**src/rtl/ex_mem_buffer_if.sv**
```systemverilog
`default_nettype none
// ============================================================================
// Module      : ex_mem_buffer_if
// Description : EX/MEM buffer bus: EX-stage inputs, registered MEM-stage
//               outputs, redirect request and performance counters.
// Revision    : 1.0 - initial release
// ============================================================================
interface ex_mem_buffer_if #(
    parameter int DATA_W = 32,
    parameter int REG_W  = 5
);
    logic              stall;
    logic              flush;
    logic              in_valid;
    logic              RegWrite;
    logic              MemtoReg;
    logic              MemRead;
    logic              MemWrite;
    logic              Branch;
    logic              Jump;
    logic [DATA_W-1:0] ALU;
    logic              Zero;
    logic [DATA_W-1:0] WriteData_in;
    logic [REG_W-1:0]  WriteReg_in;
    logic [DATA_W-1:0] BranchTarget;
    logic [DATA_W-1:0] JumpTarget;

    logic              valid_q;
    logic              RegWrite_q;
    logic              MemtoReg_q;
    logic              MemRead_q;
    logic              MemWrite_q;
    logic [DATA_W-1:0] ALU_q;
    logic [DATA_W-1:0] WriteData_q;
    logic [REG_W-1:0]  WriteReg_q;
    logic              redirect;
    logic [DATA_W-1:0] redirect_pc;
    logic [31:0]       stall_cnt;
    logic [31:0]       squash_cnt;

    modport master (
        output stall, flush, in_valid, RegWrite, MemtoReg, MemRead, MemWrite,
               Branch, Jump, ALU, Zero, WriteData_in, WriteReg_in,
               BranchTarget, JumpTarget,
        input  valid_q, RegWrite_q, MemtoReg_q, MemRead_q, MemWrite_q,
               ALU_q, WriteData_q, WriteReg_q, redirect, redirect_pc,
               stall_cnt, squash_cnt
    );

    modport slave (
        input  stall, flush, in_valid, RegWrite, MemtoReg, MemRead, MemWrite,
               Branch, Jump, ALU, Zero, WriteData_in, WriteReg_in,
               BranchTarget, JumpTarget,
        output valid_q, RegWrite_q, MemtoReg_q, MemRead_q, MemWrite_q,
               ALU_q, WriteData_q, WriteReg_q, redirect, redirect_pc,
               stall_cnt, squash_cnt
    );
endinterface
`default_nettype wire

```
**src/rtl/ex_mem_buffer.sv**
```systemverilog
`default_nettype none
// ============================================================================
// Module      : ex_mem_buffer
// Description : EX/MEM pipeline register with branch/jump redirect, stall and
//               flush. Optional counters enabled by EXMEM_PERF_CNT_EN.
// Revision    : 1.0 - initial release
// ============================================================================
module ex_mem_buffer #(
    parameter int DATA_W = 32,
    parameter int REG_W  = 5
) (
    input  wire              clk,
    input  wire              rst,
    ex_mem_buffer_if.slave   bus
);
    logic              r_valid;
    logic              r_regwrite;
    logic              r_memtoreg;
    logic              r_memread;
    logic              r_memwrite;
    logic              r_jump;
    logic              r_taken;
    logic              r_fired;
    logic [DATA_W-1:0] r_alu;
    logic [DATA_W-1:0] r_wdata;
    logic [REG_W-1:0]  r_wreg;
    logic [DATA_W-1:0] r_btarget;
    logic [DATA_W-1:0] r_jtarget;

    logic              w_redirect;
    logic              w_bubble;

    assign w_redirect = r_valid & r_taken & ~r_fired;
    // A redirect that is not held by stall means the incoming EX instruction
    // is on the wrong path, so it is dropped just like a flush.
    assign w_bubble   = rst | bus.flush | (~bus.stall & w_redirect);

    always_ff @(posedge clk) begin
        if (w_bubble) begin
            r_valid    <= 1'b0;
            r_regwrite <= 1'b0;
            r_memtoreg <= 1'b0;
            r_memread  <= 1'b0;
            r_memwrite <= 1'b0;
            r_jump     <= 1'b0;
            r_taken    <= 1'b0;
            r_fired    <= 1'b0;
            r_alu      <= '0;
            r_wdata    <= '0;
            r_wreg     <= '0;
            r_btarget  <= '0;
            r_jtarget  <= '0;
        end else if (bus.stall) begin
            if (w_redirect) begin
                r_fired <= 1'b1;
            end
        end else begin
            r_valid    <= bus.in_valid;
            r_regwrite <= bus.in_valid & bus.RegWrite;
            r_memtoreg <= bus.in_valid & bus.MemtoReg;
            r_memread  <= bus.in_valid & bus.MemRead;
            r_memwrite <= bus.in_valid & bus.MemWrite;
            r_jump     <= bus.in_valid & bus.Jump;
            r_taken    <= bus.in_valid & (bus.Jump | (bus.Branch & bus.Zero));
            r_fired    <= 1'b0;
            r_alu      <= bus.ALU;
            r_wdata    <= bus.WriteData_in;
            r_wreg     <= bus.WriteReg_in;
            r_btarget  <= bus.BranchTarget;
            r_jtarget  <= bus.JumpTarget;
        end
    end

    assign bus.valid_q     = r_valid;
    assign bus.RegWrite_q  = r_valid & r_regwrite;
    assign bus.MemtoReg_q  = r_valid & r_memtoreg;
    assign bus.MemRead_q   = r_valid & r_memread;
    assign bus.MemWrite_q  = r_valid & r_memwrite;
    assign bus.ALU_q       = r_alu;
    assign bus.WriteData_q = r_wdata;
    assign bus.WriteReg_q  = r_wreg;
    assign bus.redirect    = w_redirect;
    assign bus.redirect_pc = r_jump ? r_jtarget : r_btarget;

`ifdef EXMEM_PERF_CNT_EN
    logic [31:0] r_stall_cnt;
    logic [31:0] r_squash_cnt;
    logic        w_squash;

    // Flush-discard and wrong-path drop are exclusive by priority, so one
    // increment per cycle at most.
    assign w_squash = (bus.flush & r_valid) |
                      (~bus.flush & ~bus.stall & w_redirect & bus.in_valid);

    always_ff @(posedge clk) begin
        if (rst) begin
            r_stall_cnt  <= '0;
            r_squash_cnt <= '0;
        end else begin
            if (bus.stall) begin
                r_stall_cnt <= r_stall_cnt + 32'd1;
            end
            if (w_squash) begin
                r_squash_cnt <= r_squash_cnt + 32'd1;
            end
        end
    end

    assign bus.stall_cnt  = r_stall_cnt;
    assign bus.squash_cnt = r_squash_cnt;
`else
    assign bus.stall_cnt  = 32'd0;
    assign bus.squash_cnt = 32'd0;
`endif

endmodule
`default_nettype wire

```
**src/flat_wrapper.sv**
```systemverilog
// flat-port wrapper written by rule: the top's interface ports become plain ports
module ex_mem_buffer_flat 
#(
    parameter int DATA_W = 32,
    parameter int REG_W  = 5
)
  (clk, rst, bus_stall, bus_flush, bus_in_valid, bus_RegWrite, bus_MemtoReg, bus_MemRead, bus_MemWrite, bus_Branch, bus_Jump, bus_ALU, bus_Zero, bus_WriteData_in, bus_WriteReg_in, bus_BranchTarget, bus_JumpTarget, bus_valid_q, bus_RegWrite_q, bus_MemtoReg_q, bus_MemRead_q, bus_MemWrite_q, bus_ALU_q, bus_WriteData_q, bus_WriteReg_q, bus_redirect, bus_redirect_pc, bus_stall_cnt, bus_squash_cnt);
  ex_mem_buffer_if #(.DATA_W(DATA_W), .REG_W(REG_W)) bus_i ();
  input  wire clk;
  input  wire rst;
  input wire logic [$bits(bus_i.stall)-1:0] bus_stall;
  input wire logic [$bits(bus_i.flush)-1:0] bus_flush;
  input wire logic [$bits(bus_i.in_valid)-1:0] bus_in_valid;
  input wire logic [$bits(bus_i.RegWrite)-1:0] bus_RegWrite;
  input wire logic [$bits(bus_i.MemtoReg)-1:0] bus_MemtoReg;
  input wire logic [$bits(bus_i.MemRead)-1:0] bus_MemRead;
  input wire logic [$bits(bus_i.MemWrite)-1:0] bus_MemWrite;
  input wire logic [$bits(bus_i.Branch)-1:0] bus_Branch;
  input wire logic [$bits(bus_i.Jump)-1:0] bus_Jump;
  input wire logic [$bits(bus_i.ALU)-1:0] bus_ALU;
  input wire logic [$bits(bus_i.Zero)-1:0] bus_Zero;
  input wire logic [$bits(bus_i.WriteData_in)-1:0] bus_WriteData_in;
  input wire logic [$bits(bus_i.WriteReg_in)-1:0] bus_WriteReg_in;
  input wire logic [$bits(bus_i.BranchTarget)-1:0] bus_BranchTarget;
  input wire logic [$bits(bus_i.JumpTarget)-1:0] bus_JumpTarget;
  output wire logic [$bits(bus_i.valid_q)-1:0] bus_valid_q;
  output wire logic [$bits(bus_i.RegWrite_q)-1:0] bus_RegWrite_q;
  output wire logic [$bits(bus_i.MemtoReg_q)-1:0] bus_MemtoReg_q;
  output wire logic [$bits(bus_i.MemRead_q)-1:0] bus_MemRead_q;
  output wire logic [$bits(bus_i.MemWrite_q)-1:0] bus_MemWrite_q;
  output wire logic [$bits(bus_i.ALU_q)-1:0] bus_ALU_q;
  output wire logic [$bits(bus_i.WriteData_q)-1:0] bus_WriteData_q;
  output wire logic [$bits(bus_i.WriteReg_q)-1:0] bus_WriteReg_q;
  output wire logic [$bits(bus_i.redirect)-1:0] bus_redirect;
  output wire logic [$bits(bus_i.redirect_pc)-1:0] bus_redirect_pc;
  output wire logic [$bits(bus_i.stall_cnt)-1:0] bus_stall_cnt;
  output wire logic [$bits(bus_i.squash_cnt)-1:0] bus_squash_cnt;
  assign bus_i.stall = bus_stall;
  assign bus_i.flush = bus_flush;
  assign bus_i.in_valid = bus_in_valid;
  assign bus_i.RegWrite = bus_RegWrite;
  assign bus_i.MemtoReg = bus_MemtoReg;
  assign bus_i.MemRead = bus_MemRead;
  assign bus_i.MemWrite = bus_MemWrite;
  assign bus_i.Branch = bus_Branch;
  assign bus_i.Jump = bus_Jump;
  assign bus_i.ALU = bus_ALU;
  assign bus_i.Zero = bus_Zero;
  assign bus_i.WriteData_in = bus_WriteData_in;
  assign bus_i.WriteReg_in = bus_WriteReg_in;
  assign bus_i.BranchTarget = bus_BranchTarget;
  assign bus_i.JumpTarget = bus_JumpTarget;
  assign bus_valid_q = bus_i.valid_q;
  assign bus_RegWrite_q = bus_i.RegWrite_q;
  assign bus_MemtoReg_q = bus_i.MemtoReg_q;
  assign bus_MemRead_q = bus_i.MemRead_q;
  assign bus_MemWrite_q = bus_i.MemWrite_q;
  assign bus_ALU_q = bus_i.ALU_q;
  assign bus_WriteData_q = bus_i.WriteData_q;
  assign bus_WriteReg_q = bus_i.WriteReg_q;
  assign bus_redirect = bus_i.redirect;
  assign bus_redirect_pc = bus_i.redirect_pc;
  assign bus_stall_cnt = bus_i.stall_cnt;
  assign bus_squash_cnt = bus_i.squash_cnt;
  ex_mem_buffer #(.DATA_W(DATA_W), .REG_W(REG_W)) u_core (.clk(clk), .rst(rst), .bus(bus_i));
endmodule
```
**config.mk**
```make
export PLATFORM = sky130hd
export DESIGN_NAME = ex_mem_buffer_flat
export DESIGN_NICKNAME = d
export VERILOG_FILES = /design/src/rtl/ex_mem_buffer_if.sv /design/src/rtl/ex_mem_buffer.sv /design/src/flat_wrapper.sv
export SDC_FILE = /design/constraint.sdc
export NUM_CORES = 1
export LEC_CHECK = 0
export CORE_MARGIN = 2
export CORE_UTILIZATION = 30
export CTS_CLUSTER_SIZE = 28
export DETAILED_ROUTE_END_ITERATION = 12
export GPL_TIMING_DRIVEN = 0
export PLACE_DENSITY_LB_ADDON = 0.08
export SYNTH_ARGS = -nofsm -noshare
export SYNTH_HDL_FRONTEND = slang
export SYNTH_SLANG_ARGS = --single-unit
```
**constraint.sdc**
```tcl
create_clock -name clk -period 1.45 [get_ports clk]
set_input_delay 0.29 -clock clk [delete_from_list [all_inputs] [get_ports clk]]
set_output_delay 0.29 -clock clk [all_outputs]
set_load 0.02 [all_outputs]
```
# Word level (Yosys, flattened, before mapping)
# Index checks and enable logic that the tools add are counted.
# W data, S select, Z words.
[op_classes] muxes=1 bitwise=19 n_reduce_logical=1
[ops] operator="$mux W32" count=1
[ops] operator="$and A1 B1 Y1" count=14
[ops] operator="$or A1 B1 Y1" count=3
[ops] operator="$not A1 Y1" count=2
[ops] operator="$reduce_or A2 Y1" count=1
[word_totals] ff_bits=141 in_bits=145 out_inout_bits=171 wordCells=34

# Longest topological paths before layout
[logic_depth] word_depth=5 ltp_mapped=5 depth_no_buf=3

# Least setup slack after synthesis
# OpenSTA, ideal clock, no wires.
[synth_timing] path_kind="reg2out" from="register u_core.r_jump" to="output bus_redirect_pc[0]" arrival_ns=1.113 required_time_ns=1.160 slack_ns=0.047 path_stages_with_launch=4 n_path_buf=2 cell_sequence="dfxtp_1 -> clkbuf_1 -> buf_2 -> mux2_2"
[synth_between] elab_chain_cells=1
[synth_lines] element="from (decl)" line_no="ex_mem_buffer.sv:21" rtl="logic r_jump;"
[synth_lines] element="from (signal assigned)" line_no="ex_mem_buffer.sv:63" rtl="r_jump <= bus.in_valid & bus.Jump;"
[synth_lines] element="$mux W32" line_no="ex_mem_buffer.sv:83" rtl="assign bus.redirect_pc = r_jump ? r_jtarget : r_btarget;"
[synth_lines] element="to (decl)" line_no="flat_wrapper.sv:35" rtl="output wire logic [$bits(bus_i.redirect_pc)-1:0] bus_redirect_pc;"
# Every way passes these cells.

# Worst setup path after layout
[layout_timing] from="register u_core.r_jump" to="output bus_redirect_pc[3]"
# Same word-level chain as after synthesis.

==> reports/metrics.cfg <==
[run_status]
status = finished, violations left
violations = setup timing

[route]
vias = 4889
ant_nets = 0
firstDrtPassIters = 4
drtIter0Drc = 124
drc = 0
vias_per_cell = 4.126
routedWlPerCell_microns = 14.60
routed_wl_microns = 17300

[sta]
finalSetupTns_ns = -9.695
final.setup_skew_ns = 0.01151
relSlewSlack_pct = 64.34
setup_ws_ns = -0.3406
fin_crit_sh_pct = 123.5
timing.hold.ws_ns = 0.4173
tightest_slew_ns = 0.5339
setup_viol = 32
post-route-min-period_ns = 1.791
fmax_mhz = 558.5
rsz0062_at_grt = yes
timing.final.hold_violations = 0
drv_slew = 0

[finish]
stdcell_count = 1185
drive_above_1_share_pct = 23.26
nNetsFinal = 1052
fillers = 1852
area.growth.synth_to_final_pct = 67.73
layout_common_cells = clkdlybuf4s50_1 (143), nor2_1 (141), dfxtp_1 (139)
layout_commonest_cell = clkdlybuf4s50_1
diodes = 0

[place]
place_inst = 1145
dp.final_hpwl_microns = 13060
place.gp.congestion = 0.7605
io_buffers = 250

[grt]
grtUsageTotal_pct = 16.48
antenna_found_initial = 0
grt_pass1_wl_microns = 26050
grt_pass1_vias = 4998
grt_max_degree = 17
grt.overflow.total = 0

[logic_synthesis]
ys_ff_latch = 141
netlist-cell-type-count = 16
synth_mux_area_share_pct = 28.85
synth_area_sq_um = 5863
ys_warn_count = 0
synth_compound_area_share_pct = 1.280
synth-xor-area-share_pct = 0
netlist_instances = 567
synth_top_family_by_area = multiplexers
synth.yosys.seq_area_share_pct = 48.14
postSynthAreaPerCell_sq_um = 10.34
synthSimpleGateAreaFrac_pct = 9.816
synth_fa_ha_area_share_pct = 0

[critical_path]
r2r_slack_ns = 0.13
worstPathRequired_ns = 1.16
crit_end = bus_redirect_pc[3]
arrival_ns = 1.50
r2r_start = u_core.bus.valid_q
r2r_cells = 5
critical_path_class = flip-flop to primary output
start_kind = flip-flop
timing.rr.end = u_core.r_btarget[1]
startpoint = u_core.r_jump
crit_fanout = 6
endpoint_kind = primary output

[floorplan]
row_count = 51
dieArea_sq_um = 20680
dieHeight_microns = 143.8
io_pins = 316
core-area_sq_um = 19330
start_util_pct = 30.32
die_w_microns = 143.8

[clocking]
clk_path_buf_depth = 2
htreeDepth = 4
numCtsBuffers = 17
cts_root_buffer = clkbuf_16
numClockSinks = 141
cts_tree = yes
clk_pin_slew_ns = 0.05
clock_latency_ns = 0.42

[worst_hold_path]
whs_path_depth = 4
hp-class = input pin to flip-flop

[power_and_ir_drop]
powerDensity_nw_per_um2 = 1064
ir_drop_mv = 0.7772
power_mw = 10.46
leakagePower_nw = 4.751

[flow_run]
drv_cap = 0

sequential cells by signal, summed over array words and instances, names as in the netlist:
| register | cells |
|---|---|
| u_core.bus.WriteData_q | 32 |
| u_core.r_jump | 1 |
| u_core.r_memread | 1 |
| u_core.bus.ALU_q | 32 |
| u_core.bus.WriteReg_q | 5 |
| u_core.r_btarget | 32 |
| u_core.r_regwrite | 1 |
| u_core.r_fired | 1 |
| u_core.r_jtarget | 32 |
| u_core.r_taken | 1 |
| u_core.r_memtoreg | 1 |
| u_core.r_memwrite | 1 |
| u_core.bus.valid_q | 1 |
area by class of cell:
| class | instances | area (sq um) | share of cell area (%) |
|---|---|---|---|
| clock buffers | 22 | 474.2 | 4.822 |
| flip-flops and latches | 141 | 2830 | 28.78 |
| well taps | 265 | 331.6 | 3.372 |
| multi-input cells | 389 | 2721 | 27.67 |
| repair buffers | 260 | 2572 | 26.16 |
| clock inverters | 10 | 185.2 | 1.883 |
| inverters | 1 | 3.754 | 0.03817 |
| plain buffers | 97 | 715.7 | 7.277 |
layer usage:
metal | global-route usage, % | wire (microns) | up-vias
li1 | - | - | 2425
met1 | 18.61 | 6953 | 2261
met2 | 27.82 | 8546 | 184
met3 | 6.898 | 1591 | 19
met4 | 6.037 | 211 | 0
met5 | 0 | 0 | -
how the worst min path moves through the flow:
stage | from | end | slack, ns
global placement | u_core.r_jtarget[9] | u_core.r_jtarget[9] | 0.47
CTS | bus_stall | u_core.bus.valid_q | 0.40
global route | bus_stall | u_core.bus.valid_q | 0.45
floorplan | bus_ALU[0] | u_core.bus.ALU_q[0] | 0.43
detailed placement | u_core.r_jtarget[13] | u_core.r_jtarget[13] | 0.48
finish | bus_stall | u_core.bus.valid_q | 0.42
report_power, final:
group	internal [mW]	switching [mW]
Sequential	4.00	0.0646
Clock	3.19	1.65
Combinational	0.857	0.706
Total	8.05	2.42
Yosys cell counts:
| cell | instances | share of area, % |
|---|---|---|
| clkbuf_1 | 2 | 0.13 |
| mux2i_1 | 133 | 23 |
| o31ai_2 | 1 | 0.21 |
| inv_1 | 1 | 0.064 |
| nor2b_1 | 1 | 0.11 |
| nor2_1 | 142 | 9.1 |
| a21o_1 | 1 | 0.13 |
| buf_2 | 18 | 1.5 |
| buf_4 | 79 | 10 |
| and2_1 | 4 | 0.43 |
| nand2_1 | 3 | 0.19 |
| a22oi_1 | 6 | 0.77 |
| conb_1 | 1 | 0.064 |
| a21oi_1 | 2 | 0.17 |
| mux2_2 | 32 | 6.1 |
| dfxtp_1 | 141 | 48 |
worst max-delay path: stages, from the launching register on:
cell       delay, ns
dfxtp_4         0.35
buf_12          0.14
clkbuf_16       0.16
mux2_4          0.30
buf_6           0.13
logic make-up (layout without fill, tap and decap cells):
logic type | count (synthesis) | count (layout)
buffers and inverters | 100 | 390
AND/OR/NAND/NOR | 150 | 150
AO/OA/AOI/OAI | 10 | 10
flip-flops | 141 | 141
multiplexers | 165 | 165
other | 1 | 64
per-stage QoR:
stage / utilization, % / instance area [sq um] / setup WS [ns]
after floorplan: - / 6100 / 0.04672
after global placement: 46.20 / 8934 / -0.6959
after detailed placement: 46.20 / 8934 / -0.7064
after CTS: 49.69 / 9607 / -0.3938
after global routing: 50.86 / 9834 / -0.3807
final: 50.86 / 9834 / -0.3406
what timing repair did:
action | CTS | global route
gates cloned | 1 | 2
hold buffers | 0 | 0
setup endpoints to repair | 220 | 49
buffers inserted | 6 | 2
gates resized for setup | 285 | 79
Power figures use the tool's default switching activity.
